## config.mk

```make
export PLATFORM = sky130hd
export DESIGN_NAME = grn_node_multi
export DESIGN_NICKNAME = d
export VERILOG_FILES = /design/src/rtl/grn_node_multi_pkg.sv /design/src/rtl/grn_node_chan.sv /design/src/rtl/grn_node_multi.sv
export SDC_FILE = /design/constraint.sdc
export NUM_CORES = 1
export LEC_CHECK = 0
export ABC_AREA = 1
export BUFFER_PORTS_ARGS = -buffer_cell sky130_fd_sc_hd__buf_2
export CORE_ASPECT_RATIO = 0.6
export CORE_MARGIN = 4
export CORE_UTILIZATION = 30
export DETAILED_ROUTE_END_ITERATION = 8
export PLACE_DENSITY = 0.55
export SLEW_MARGIN = 5
export SYNTH_ARGS = -nofsm -noshare
export SYNTH_HDL_FRONTEND = slang
export SYNTH_SLANG_ARGS = --single-unit
export TNS_END_PERCENT = 5
```

## constraint.sdc

```tcl
create_clock -name clk -period 1.51 [get_ports clk]
set_clock_uncertainty 0.1 [all_clocks]
set_input_delay 0.0755 -clock clk [delete_from_list [all_inputs] [get_ports clk]]
set_output_delay 0.0755 -clock clk [all_outputs]
set_load 0.02 [all_outputs]
```

## src/rtl/grn_node_multi_pkg.sv

```systemverilog
// Shared defaults and types for the multi-channel GRN node.
// Default sizes match the network top; the enum names one channel's per-cycle action.
package grn_node_multi_pkg;

    localparam int unsigned DefWidth   = 1;
    localparam int unsigned DefNch     = 2;
    localparam int unsigned DefPeriodW = 2;

    typedef enum logic [1:0] {
        ActHold,
        ActInit,
        ActLoad,
        ActSkip
    } chan_act_e;

endpackage

```

## src/rtl/grn_node_chan.sv

```systemverilog
// One GRN node state channel.
// It loads next_in on a start pulse, then skips the next `period` start pulses.
module grn_node_chan
    import grn_node_multi_pkg::*;
#(
    parameter int unsigned WIDTH    = DefWidth,
    parameter int unsigned PERIOD_W = DefPeriodW
) (
    input  logic                clk,
    input  logic                rst_n,
    input  logic                reset_nos,
    input  logic [WIDTH-1:0]    init_state,
    input  logic                start,
    input  logic [PERIOD_W-1:0] period,
    input  logic [WIDTH-1:0]    next_in,
    output logic [WIDTH-1:0]    s,
    output logic                upd,
    output logic                chg,
    output logic                seen,
    output logic                chg_next,
    output logic                seen_next
);

    logic [WIDTH-1:0]    s_q, s_d;
    logic [PERIOD_W-1:0] cnt_q, cnt_d;
    logic                upd_q, upd_d;
    logic                chg_q, chg_d;
    logic                seen_q, seen_d;
    chan_act_e           act;

    always_comb begin
        act = ActHold;
        if (reset_nos) begin
            act = ActInit;
        end else if (start) begin
            act = (cnt_q == '0) ? ActLoad : ActSkip;
        end
    end

    always_comb begin
        s_d    = s_q;
        cnt_d  = cnt_q;
        upd_d  = 1'b0;
        chg_d  = chg_q;
        seen_d = seen_q;
        unique case (act)
            ActInit: begin
                s_d    = init_state;
                cnt_d  = '0;
                chg_d  = 1'b0;
                seen_d = 1'b0;
            end
            ActLoad: begin
                s_d    = next_in;
                cnt_d  = period;
                upd_d  = 1'b1;
                chg_d  = (next_in != s_q);
                seen_d = 1'b1;
            end
            ActSkip: begin
                // cnt_q is nonzero here, so this cannot wrap
                cnt_d = cnt_q - PERIOD_W'(1);
            end
            ActHold: begin
            end
        endcase
    end

    always_ff @(posedge clk or negedge rst_n) begin
        if (!rst_n) begin
            s_q    <= '0;
            cnt_q  <= '0;
            upd_q  <= 1'b0;
            chg_q  <= 1'b0;
            seen_q <= 1'b0;
        end else begin
            s_q    <= s_d;
            cnt_q  <= cnt_d;
            upd_q  <= upd_d;
            chg_q  <= chg_d;
            seen_q <= seen_d;
        end
    end

    assign s         = s_q;
    assign upd       = upd_q;
    assign chg       = chg_q;
    assign seen      = seen_q;
    assign chg_next  = chg_d;
    assign seen_next = seen_d;

endmodule

```

## src/rtl/grn_node_multi.sv

```systemverilog
// GRN node with NCH independently clocked-down state channels.
// A node-level stable flag marks when every channel has loaded and none changed on its last load.
module grn_node_multi
    import grn_node_multi_pkg::*;
#(
    parameter int unsigned WIDTH    = DefWidth,
    parameter int unsigned NCH      = DefNch,
    parameter int unsigned PERIOD_W = DefPeriodW
) (
    input  logic                    clk,
    input  logic                    rst_n,
    input  logic                    reset_nos,
    input  logic [WIDTH-1:0]        init_state,
    input  logic [NCH-1:0]          start,
    input  logic [NCH*PERIOD_W-1:0] period,
    input  logic [NCH*WIDTH-1:0]    next_in,
    output logic [NCH*WIDTH-1:0]    s,
    output logic [NCH-1:0]          upd,
    output logic [NCH-1:0]          chg,
    output logic                    stable
);

    logic [NCH-1:0] seen;
    logic [NCH-1:0] chg_next;
    logic [NCH-1:0] seen_next;
    logic           stable_q, stable_d;

    for (genvar c = 0; c < NCH; c++) begin : g_chan
        grn_node_chan #(
            .WIDTH    (WIDTH),
            .PERIOD_W (PERIOD_W)
        ) u_chan (
            .clk        (clk),
            .rst_n      (rst_n),
            .reset_nos  (reset_nos),
            .init_state (init_state),
            .start      (start[c]),
            .period     (period[c*PERIOD_W +: PERIOD_W]),
            .next_in    (next_in[c*WIDTH +: WIDTH]),
            .s          (s[c*WIDTH +: WIDTH]),
            .upd        (upd[c]),
            .chg        (chg[c]),
            .seen       (seen[c]),
            .chg_next   (chg_next[c]),
            .seen_next  (seen_next[c])
        );
    end

    // Built from next-state values so stable lines up with s/upd/chg
    assign stable_d = (&seen_next) & ~(|chg_next);

    always_ff @(posedge clk or negedge rst_n) begin
        if (!rst_n) begin
            stable_q <= 1'b0;
        end else begin
            stable_q <= stable_d;
        end
    end

    assign stable = stable_q;

endmodule
```

==> results_dict.tcl <==
set metrics [dict create \
    hp-start "next_in[0]" \
    grt_pass1_vias 607 \
    die_w_um 73.2 \
    finalHoldViolCount 0 \
    cts_tree "built" \
    hold_path_end "g_chan[0].u_chan.s" \
    p_per_area_mw_per_mm2 858 \
    antenna_found_initial 0 \
    rr_worst_depth 11 \
    netlist_instances 89 \
    clk_latency_ns 0.25 \
    yosysTopAreaCellShare 0.426 \
    pin_count 19 \
    crit_chain "inv_1 > ha_2 > o21ai_4 > ha_4 > inv_2 > nand2_2 > nand2_2 > nand2_2 > inv_2 > nand3_2 > nor2_2" \
    setup_violations 3 \
    rows 13 \
    rsz0062_at_grt "yes" \
    ys_seq_area_frac 0.426 \
    crit_top_cell "nand2_2" \
    drc 0 \
    drtIter0Drc 31 \
    mostFrequentLayoutCell "buf_2" \
    ys_warn_count 0 \
    hp-class "in2reg" \
    setup_ws_ns -0.0566 \
    dp.cells 137 \
    fin_cells 146 \
    whs_ns 0.0121 \
    async_reset_ff_frac 1.00 \
    port_buffers 18 \
    final_cell_mix "18 x buf_2, 13 x dfrtp_1, 12 x inv_1" \
    worstSetupStartpointType "flip-flop" \
    h-tree-depth 1 \
    dp_hpwl_um 1160 \
    stdcell_area_mm2 0.00109 \
    post_drt_wl_per_cell_um 11.4 \
    hold_depth 3 \
    synth.net_count 109 \
    slowest_stage "dfrtp_1" \
    viasPerCell 4.27 \
    synth-seq-cells 13 \
    violations "negative setup slack" \
    fin_crit_ns 1.57 \
    vdd_ir_drop_max_mv 0.476 \
    dr.pass1.iters 2 \
    timing.rr.end "stable" \
    worstReg2RegStart "g_chan[0].u_chan.cnt_q[1]" \
    worst_slew_pin_slew_ns 0.312 \
    area_delta_synth_final_pct 42.1 \
    syn-cell-area_um2 764 \
    fmax_mhz 638 \
    max_stage_delay_ns 0.35 \
    coreArea_mm2 0.00229 \
    initial_core_util 0.333 \
    synth_cell_types 16 \
    grt_max_degree 14 \
    placed_area_um2 920 \
    root_buffer "clkbuf_8" \
    synth_edf_count 0 \
    cp-end-kind "flip-flop" \
    overflow 0 \
    ff2ff_setup_slack_ns -0.06 \
    slew_violations 0 \
    yosys.area.top_type "dfrtp_1" \
    fillCellCount 219 \
    timing.slew.headroom 0.792 \
    crit_type "reg2reg" \
    postRouteAntennaNets 0 \
    power_uw 932 \
    outcome "finished, violations left" \
    drt-total-wl_um 1660 \
    grt_first_pass_wirelength_um 2700 \
    die_h_um 47.1 \
    p_leak_uw 0.000551 \
    cts_made_buffers 3 \
    ys_top_cells_by_area "dfrtp_1 43%, ha_1 13%, inv_1 7.4%" \
    syn_avg_cell_area_um2 8.59 \
    period_share 1.04 \
    n_antenna_cell 0 \
    max-clock-path-buffers 2 \
    cts.sinks 13 \
    die_area_mm2 0.00345 \
    vias 623 \
    cts.clk_slew.worst_paths_ns 0.06 \
    worst-path-max-fanout 3 \
    track_usage 0.110 \
    dpl_worst_slack_ns -0.0887 \
    gp_congestion 0.758 \
    nets 137 \
    drv_cap 0 \
    required_ns 1.59 \
    synth_ff_type "dfrtp_1" \
    final_layout_size_suffix_gt1_frac 0.509 \
    arrival_ns 1.65 \
]
-- worst max-delay path: cells and delay by family, from the launching register on --
family                   cells  cell delay, ns
AO/OA/AOI/OAI                1            0.17
adder cells (fa/ha/maj)      2            0.42
buffers and inverters        3            0.15
flip-flops                   1            0.35
AND/OR/NAND/NOR              5            0.28
-- kinds of logic after synthesis --
logic type / Yosys count / synth area share
compound gates: 16 / 0.129
buf+inv: 23 / 0.142
fa+ha+maj: 8 / 0.131
simple gates: 29 / 0.172
flops: 13 / 0.426
-- area by class of cell --
class                           count  area (um^2)  area share
Multi-Input combinational cell     53          437       0.402
Sequential cell                    13          325       0.300
Clock buffer                        4         45.0      0.0415
Timing Repair Buffer               29          175       0.161
Inverter                           17         66.3      0.0611
Tap cell                           30         37.5      0.0346
-- power breakdown --
part / total (uW) / switching (uW) / internal (uW)
Sequential: 387 / 14.2 / 373
Clock: 324 / 137 / 187
Combinational: 221 / 125 / 96.0
-- cells in the mapped netlist, types with 2 or more instances --
cell      n
o21ai_1   2
inv_1    15
ha_1      8
a21oi_1   3
o21ai_0   6
nand2_2   5
a22o_1    4
inv_2     2
dfrtp_1  13
nor2_1    8
nand2_1  13
buf_4     6
-- registers in the layout (all words and copies together), names as in the netlist --
register / flops
g_chan.u_chan.chg: 2
g_chan.u_chan.cnt_q: 4
g_chan.u_chan.s: 2
g_chan.u_chan.seen: 2
g_chan.u_chan.upd: 2
stable: 1
-- stage by stage --
stage | TNS (ns) | util
5_1_grt | -0.781 | 0.474
2_1_floorplan | -0.00136 | -
3_3_place_gp | -0.414 | 0.401
3_5_place_dp | -0.375 | 0.401
4_1_cts | -0.266 | 0.456
6_report | -0.0864 | 0.474
-- repair_timing --
item | CTS | global route
endpoints found under the setup margin | 8 | 10
setup buffers | 3 | 1
endpoints found under the hold margin | 13 | 0
gates resized for setup | 13 | 9
hold buffers | 1 | 0
pin swaps | 8 | 5
-- how the worst max path moves through the flow --
stage | from | end | slack, ns | cells after the start
after floorplan | g_chan[1].u_chan.cnt_q[0] | stable | -0.001 | 11
after CTS | g_chan[0].u_chan.cnt_q[1] | stable | -0.09 | 11
final | g_chan[0].u_chan.cnt_q[1] | stable | -0.06 | 11
after global placement | g_chan[0].u_chan.cnt_q[0] | stable | -0.09 | 10
after detailed placement | g_chan[0].u_chan.cnt_q[0] | stable | -0.09 | 11
after global routing | g_chan[0].u_chan.cnt_q[0] | stable | -0.15 | 11
-- routing by layer --
layer  share of wire  GRT usage
met2            0.44      0.169
met1            0.49      0.137
met4               0     0.0368
met3           0.067     0.0534
met5               0          0
Note: power is estimated with default switching activity, not from simulation.
